[config.mk]
export PLATFORM = sky130hd
export DESIGN_NAME = endtask_dut
export DESIGN_NICKNAME = d
export VERILOG_FILES = /design/src/rtl/endtask_dut.sv
export SDC_FILE = /design/constraint.sdc
export NUM_CORES = 1
export LEC_CHECK = 0
export ABC_CLOCK_PERIOD_IN_PS = 1900
export BUFFER_PORTS_ARGS = -buffer_cell sky130_fd_sc_hd__buf_2
export CAP_MARGIN = 20
export CELL_PAD_IN_SITES_DETAIL_PLACEMENT = 1
export CELL_PAD_IN_SITES_GLOBAL_PLACEMENT = 2
export CORE_UTILIZATION = 31
export CTS_BUF_LIST = sky130_fd_sc_hd__clkbuf_4
export CTS_CLUSTER_SIZE = 8
export DETAILED_ROUTE_END_ITERATION = 10
export GPL_TIMING_DRIVEN = 1
export PLACE_DENSITY = 0.83
export SLEW_MARGIN = 5
export SYNTH_ARGS = -nofsm -noshare
export SYNTH_HDL_FRONTEND = slang
export SYNTH_SLANG_ARGS = --single-unit
[constraint.sdc]
create_clock -name clk -period 1.9 [get_ports clk]
set_input_delay 0.285 -clock clk [delete_from_list [all_inputs] [get_ports clk]]
set_output_delay 0.285 -clock clk [all_outputs]
set_load 0.02 [all_outputs]
[src/rtl/endtask_dut.sv]
// Purpose: answers scoped name lookups (outer scope vs. inner blk scope), with T-call counters and a writable inner w.
// Latency: one cycle; a request taken at an edge responds in the cycle that edge starts.
// Backpressure: none; one request can be taken every cycle, and responses come out in order.
module endtask_dut #(
    parameter logic [3:0] P_OUT      = 4'd1,
    parameter logic [3:0] L_OUT      = 4'd2,
    parameter logic [3:0] W_OUT      = 4'd3,
    parameter logic [3:0] F_OUT      = 4'hF,
    parameter logic [3:0] P_BLK      = 4'd4,
    parameter logic [3:0] L_BLK      = 4'd6,
    parameter logic [3:0] W_BLK_INIT = 4'd7,
    parameter logic [3:0] F_BLK      = 4'd8
) (
    input  logic       clk,
    input  logic       rst,
    input  logic       req_valid,
    input  logic       req_scope,
    input  logic [2:0] req_item,
    input  logic       req_arg,
    input  logic [3:0] req_wdata,
    output logic       resp_valid,
    output logic [7:0] resp_data,
    output logic       resp_err,
    output logic       t_called,
    output logic       t_scope,
    output logic [7:0] t_cnt_out,
    output logic [7:0] t_cnt_blk
);

    typedef enum logic [2:0] {
        ITEM_P   = 3'd0,
        ITEM_L   = 3'd1,
        ITEM_W   = 3'd2,
        ITEM_X   = 3'd3,
        ITEM_F   = 3'd4,
        ITEM_T   = 3'd5,
        ITEM_WR  = 3'd6,
        ITEM_RSV = 3'd7
    } item_e;

    logic       resp_valid_q, resp_valid_d;
    logic [7:0] resp_data_q,  resp_data_d;
    logic       resp_err_q,   resp_err_d;
    logic       t_called_q,   t_called_d;
    logic       t_scope_q,    t_scope_d;
    logic [7:0] t_cnt_out_q,  t_cnt_out_d;
    logic [7:0] t_cnt_blk_q,  t_cnt_blk_d;
    logic [3:0] blk_w_q,      blk_w_d;

    // The function argument has no effect on F's return value.
    logic unused_arg;
    assign unused_arg = req_arg;

    // Saturating counter increments. A T call at 255 still counts as a successful call.
    logic [7:0] cnt_out_inc;
    logic [7:0] cnt_blk_inc;
    assign cnt_out_inc = (t_cnt_out_q == 8'hFF) ? t_cnt_out_q : t_cnt_out_q + 8'd1;
    assign cnt_blk_inc = (t_cnt_blk_q == 8'hFF) ? t_cnt_blk_q : t_cnt_blk_q + 8'd1;

    // Resolve the request. Inner names shadow outer ones and never fall back; x exists only in the outer scope.
    always_comb begin
        resp_valid_d = req_valid;
        resp_data_d  = 8'd0;
        resp_err_d   = 1'b0;
        t_called_d   = 1'b0;
        t_scope_d    = t_scope_q;
        t_cnt_out_d  = t_cnt_out_q;
        t_cnt_blk_d  = t_cnt_blk_q;
        blk_w_d      = blk_w_q;
        if (req_valid) begin
            case (item_e'(req_item))
                ITEM_P: resp_data_d = req_scope ? {4'd0, P_BLK} : {4'd0, P_OUT};
                ITEM_L: resp_data_d = req_scope ? {4'd0, L_BLK} : {4'd0, L_OUT};
                ITEM_W: resp_data_d = req_scope ? {4'd0, blk_w_q} : {4'd0, W_OUT};
                ITEM_X: begin
                    if (req_scope) begin
                        resp_err_d = 1'b1;
                    end else begin
                        resp_data_d = {4'd0, W_OUT} + 8'd1;
                    end
                end
                ITEM_F: resp_data_d = req_scope ? {4'd0, F_BLK} : {4'd0, F_OUT};
                ITEM_T: begin
                    t_called_d = 1'b1;
                    t_scope_d  = req_scope;
                    if (req_scope) begin
                        t_cnt_blk_d = cnt_blk_inc;
                        resp_data_d = cnt_blk_inc;
                    end else begin
                        t_cnt_out_d = cnt_out_inc;
                        resp_data_d = cnt_out_inc;
                    end
                end
                ITEM_WR: begin
                    // Outer w is a constant, so a write to it is rejected.
                    if (req_scope) begin
                        blk_w_d     = req_wdata;
                        resp_data_d = {4'd0, req_wdata};
                    end else begin
                        resp_err_d = 1'b1;
                    end
                end
                ITEM_RSV: resp_err_d = 1'b1;
            endcase
        end
    end

    // State and response registers. Reset discards any request arriving in the same cycle.
    always_ff @(posedge clk) begin
        if (rst) begin
            resp_valid_q <= 1'b0;
            resp_data_q  <= 8'd0;
            resp_err_q   <= 1'b0;
            t_called_q   <= 1'b0;
            t_scope_q    <= 1'b0;
            t_cnt_out_q  <= 8'd0;
            t_cnt_blk_q  <= 8'd0;
            blk_w_q      <= W_BLK_INIT;
        end else begin
            resp_valid_q <= resp_valid_d;
            resp_data_q  <= resp_data_d;
            resp_err_q   <= resp_err_d;
            t_called_q   <= t_called_d;
            t_scope_q    <= t_scope_d;
            t_cnt_out_q  <= t_cnt_out_d;
            t_cnt_blk_q  <= t_cnt_blk_d;
            blk_w_q      <= blk_w_d;
        end
    end

    assign resp_valid = resp_valid_q;
    assign resp_data  = resp_data_q;
    assign resp_err   = resp_err_q;
    assign t_called   = t_called_q;
    assign t_scope    = t_scope_q;
    assign t_cnt_out  = t_cnt_out_q;
    assign t_cnt_blk  = t_cnt_blk_q;

endmodule

After elaboration in Yosys (flattened, before gate mapping). Cells that the tools add are included.

Flip-flop bits (word level): 32. Bits in latches: 0. Memory bits (writable): 0. ROM bits: 0. Input port bits: 12. Output and inout bits: 28. Word-level logic and storage cells: 41. Memories: 0.

Add/sub/neg operators: 2. $mul: 0. Divide/modulo/power cells: 0. Order comparisons: 0. Equality and inequality tests: 9. Shift operators: 0. Mux-type cells: 14. Bitwise operators: 2. Reductions and logical operators: 6.

Operators by type and width (count): case mux 8 bit (7 select lines) (1); two-way mux 8 bit (3); adder 8 x 1 -> 8 bit, second input constant (2); equality test 8 bit, second input constant (2); equality test 3 bit, second input constant (4); two-way mux 3 bit (4); AND reduction 3 bit (3); two-way mux 4 bit (2); equality test 3 x 2 -> 1 bit, second input constant (2); equality test 3 x 1 -> 1 bit, second input constant (1); logical NOT 3 bit (1); two-way mux 1 bit (3); case mux 1 bit (3 select lines) (1); NOT 1 bit (2); AND reduction 2 bit (1); OR reduction 2 bit (1).

Longest topological paths before layout.
Depth in word-level cells: 4. Gate-level depth with buffers: 6. Depth with buffers taken out: 5.

Least setup slack after synthesis. No wires, ideal clock.

Kind: reg-to-reg. Start: reg t_cnt_out_q[0] (netlist: t_cnt_out[0]). End: reg t_cnt_out_q[6] (netlist: t_cnt_out[6]). Setup time: 0.132 ns. Arrival: 1.733 ns. Data required time: 1.768 ns. Slack: 0.035 ns. Cell stages (with the launch flop): 7. Buffers on the path: 1. Period minus slack after synthesis: 1.865 ns. Cells stage by stage: dfxtp_1 ha_1 nand3_1 clkbuf_1 or4b_1 o211ai_1 a21oi_1.

Longest elaborated chain between the ends: 2. Elaborated cells on any way between the ends: 3. Those cells by class: add/sub (1); eq/ne (1); mux (1).

Ends and longest elaborated chain: start: declaration (line 46) `logic [7:0] t_cnt_out_q, t_cnt_out_d;`; start signal: assignment (line 125) `t_cnt_out_q <= t_cnt_out_d;`; adder 8 x 1 -> 8 bit or equality test 8 bit (tied branches) (line 57) `assign cnt_out_inc = (t_cnt_out_q == 8'hFF) ? t_cnt_out_q : t_cnt_out_q + 8'd1;`; two-way mux 8 bit * (line 57).

Mark *: on every way between the ends. The rest lies on a longest branch, timed or not. A chain may end at the register's enable or synchronous reset.

Final worst setup path.
Start: reg t_cnt_blk_q[3] (netlist: t_cnt_blk[3]). End: reg resp_data_q[7] (netlist: resp_data[7]).

Longest elaborated chain between the ends: 4. Elaborated cells on any way between the ends: 5. Those cells by class: add/sub (1); eq/ne (1); mux (3).

Ends and longest elaborated chain: start: declaration (line 47) `logic [7:0] t_cnt_blk_q, t_cnt_blk_d;`; start signal: assignment (line 126) `t_cnt_blk_q <= t_cnt_blk_d;`; adder 8 x 1 -> 8 bit or equality test 8 bit (tied branches) (line 58) `assign cnt_blk_inc = (t_cnt_blk_q == 8'hFF) ? t_cnt_blk_q : t_cnt_blk_q + 8'd1;`; two-way mux 8 bit * (line 58); two-way mux 8 bit * (line 86) `if (req_scope) begin`; case mux 8 bit (7 select lines) * (line 71) `case (item_e'(req_item))`; end signal: assignment (line 121) `resp_data_q <= resp_data_d;`; end: declaration (line 42) `logic [7:0] resp_data_q, resp_data_d;`.

Marked as above.

==> results.md <==
- Pins Over Slew Limit: 0
- Skew-Pair Late Insertion Delay: 330 ps
- Max H-tree Level: 2
- Routed vias: 1813
- I/O Buffers: 38
- Largest family of logic cells by synthesized area: simple AND/OR/NAND/NOR gates
- Final instance area: 2160 µm²
- Die width: 76.58 µm
- Post-synth EDFFs: 0
- Site Rows: 26
- Initial antenna violation count: 0
- I/O pin total: 40
- Worst-case clock buffer depth: 2
- Post-route setup TNS: 0 ps
- RSZ-0062 raised after global routing: no
- CP startpoint: t_cnt_blk[3]$_SDFFE_PP0P_
- Iter 0 DRT Violations: 110
- Worst-Margin Slew: 385.8 ps
- Layout Nets: 287
- Avg WL per Cell: 14.77 µm
- Post-Synth Adder-Cell Area: 1.451%
- Clock share of power: 33.0%
- DR vias/cell: 5.270
- GRT Util Overall: 19.50%
- Maximum vdd drop: 314.6 µV
- Die Ht: 76.58 µm
- Fillcell total: 696
- Met2 GRT Util: 31.98%
- CP max stage delay: 640 ps
- CTS tree: built
- Clock Root Buffer: clkbuf_4
- Largest net degree at the start of global routing: 17
- Status: finished clean
- Switching power: 311.6 µW
- DP HPWL: 3.883 mm
- CP Cell Sequence: nand4_1 -> or4b_2 -> o211ai_1 -> a21oi_1
- Routed WL: 5.081 mm
- Reg-to-Reg End: resp_data[7]$_SDFF_PP0_
- Achievable clock frequency: 601.2 MHz
- Worst Setup End Kind: flop
- Flop pwr share: 56.6%
- Placer Congestion: 0.7911
- Vias in the first global route: 1812
- Fin crit period: 1663 ps
- Layout Skew: 9.625 ps
- GRT overflow: 0
- Layout area overhead: 25.25%
- Lkg Pwr: 0.8553 nW
- CTS sink cnt: 32
- R2r worst-path depth: 4
- Hold path cells: 3
- Internal: 898.0 µW
- Post-route ant nets: 0
- Slowest cell on crit path: or4b_2
- Worst EP arrival: 1870 ps
- Min-delay worst type: in -> reg
- Die area: 5864 µm²
- Post-Synthesis Cells: 221
- Post-cts hold buffer count: 0
- Combinational power share: 10.4%
- Ys flop type: dfxtp_1
- Share of layout cells above drive strength 1: 26.64%
- Yosys cell types: 45
- Synth Area in XOR/XNOR: 2.032%
- FFs w/ async S/R, synth: 0%
- RR Startpoint: t_cnt_blk[3]$_SDFFE_PP0P_
- Core Box Area: 5238 µm²
- WHS Endpoint: blk_w_q[2]$_SDFFE_PP1P_
- Critical Path Fanout Max: 7
- Syn Nets: 235
- Final setup vio count: 0
- Cell Area, Synth: 1724 µm²
- Grt peak-use layer: met2
- Crit Path Class: reg -> reg
- Worst Path Required: 2100 ps
- Post-synthesis mux area share: 1.161%
- Hold path start: req_wdata[2]
- Post-synthesis compound-gate area fraction: 22.57%
- Met1 Usage GRT: 26.22%
- Post-route clock period utilization: 87.54%
- Pwr Density: 560.1 nW/µm²
- Pre-CTS setup slack: 103.6 ps
- #FFs+latches synth: 32
- Drt first pass iters: 4
- First-pass GRT wire length: 9.121 mm
- Final-report hold violation count: 0
- DRC: 0
- Starting Density: 32.92%
- Placed Area: 2086 µm²
- Post-synthesis simple-gate area fraction: 32.00%
- Power, Total: 1.210 mW
- Cts bufs inserted: 5
- Avg Cell Area, Syn: 7.802 µm²
- Yosys warning count: 0
- Sw Share: 25.76%
- Worst-path clk slew: 100 ps
- MaxCap Viol Count: 0
- Ant diodes: 0
- Met3 GRT Util: 3.593%
- Rel. slew slack: 74.19%
- Util after Layout: 41.23%
- Setup ws final: 236.8 ps
- CP startpoint kind: flop
- FF-to-FF setup slack: 240 ps
- Seq/Total Area, Yosys: 37.16%
## cell usage after synthesis (all sizes together), types with 3 or more instances
cell    instances  area [µm²]
dfxtp          32       640.6
a21oi          22       110.1
nand2          21       86.33
nor2           19       71.32
o21ai          14       70.07
nand3          13       65.06
clkbuf          9       33.78
nand2b          7       43.79
nor3            7       35.03
nand4           6       37.54
o211ai          6       45.04
or3             6       37.54
a211oi          5       37.54
inv             5       18.77
o31ai           5       37.54
nand3b          4       30.03
and3            3       18.77
nor4            3       18.77
## worst max path at each step
stage	endpoint	slack, ps	depth (start not counted)
5_1_grt	resp_data[5]$_SDFF_PP0_	10	6
3_5_place_dp	resp_data[1]$_SDFF_PP0_	100	6
6_report	resp_data[7]$_SDFF_PP0_	240	4
3_3_place_gp	resp_data[1]$_SDFF_PP0_	130	6
2_1_floorplan	t_cnt_out[6]$_SDFFE_PP0P_	40	6
4_1_cts	resp_data[1]$_SDFF_PP0_	70	6
## stage by stage
| stage | instances | hold slack (ps) |
|---|---|---|
| 2_1_floorplan | 221 | 364.3 |
| 3_3_place_gp | 335 | 443.8 |
| 3_5_place_dp | 335 | 447.6 |
| 4_1_cts | 343 | 172.2 |
| 5_1_grt | 344 | 169.5 |
| 6_report | 344 | 187.3 |
## flip-flops by register name, indices dropped and copies added, names as in the netlist
register    flops
resp_err        1
t_scope         1
t_called        1
t_cnt_blk       8
t_cnt_out       8
resp_data       8
resp_valid      1
blk_w_q         4
## placed cells by master (no fill, tap or decap), types with 4 or more instances in the layout
cell | Yosys | layout
nand2_1 | 20 | 20
nor2_1 | 19 | 17
o31ai_1 | 5 | 5
or3_1 | 6 | 6
buf_4 | 0 | 18
dfxtp_1 | 32 | 32
inv_1 | 5 | 5
o21ai_0 | 14 | 14
buf_2 | 2 | 38
nand3b_1 | 4 | 4
a21oi_1 | 22 | 22
a211oi_1 | 5 | 5
nor3_1 | 7 | 7
nand4_1 | 6 | 6
clkbuf_4 | 0 | 7
nand2b_1 | 7 | 7
o211ai_1 | 6 | 6
nand3_1 | 13 | 12
## cells by family after synthesis
kind of cell	count (synthesis)
compound gates	63
flops	32
fa+ha+maj	2
buf+inv	16
simple gates	102
mux	2
xor+xnor	4
## routing by layer
metal | vias to the layer above | part of all wire [%]
met5 | - | 0
met1 | 861 | 50
met3 | 5 | 2.9
met2 | 28 | 47
li1 | 919 | -
met4 | 0 | 0.83
## final cells by class
type / instances / area, µm² / share of cell area (%)
clock buffer: 7 / 52.55 / 2.433
clock inverter: 1 / 3.754 / 0.1738
inverter: 5 / 18.77 / 0.8691
multi-input combinational: 173 / 1031 / 47.74
sequential: 32 / 640.6 / 29.66
tap: 70 / 87.58 / 4.056
timing repair buffer: 56 / 325.3 / 15.06
## repair_timing
item / CTS / global route
setup buffers: 0 / 1
gates resized for setup: 0 / 3
setup endpoints to repair: 0 / 13
## power groups by stage
stage                     combinational [mW]  sequential, mW  clock (mW)
after global placement                 0.125           0.700           0
final                                  0.126           0.684       0.399
after detailed placement               0.127           0.700           0
after CTS                              0.127           0.684       0.417
after global routing                   0.140           0.686       0.454
after floorplan                       0.0639           0.711           0
## worst max-delay path, delay by kind of cell, from the launching register on
kind / cells / cell delay, ps
AOI/OAI and AO/OA: 2 / 230
DFF: 1 / 470
and+or+nand+nor: 2 / 830
(Power assumes the default switching activity.)
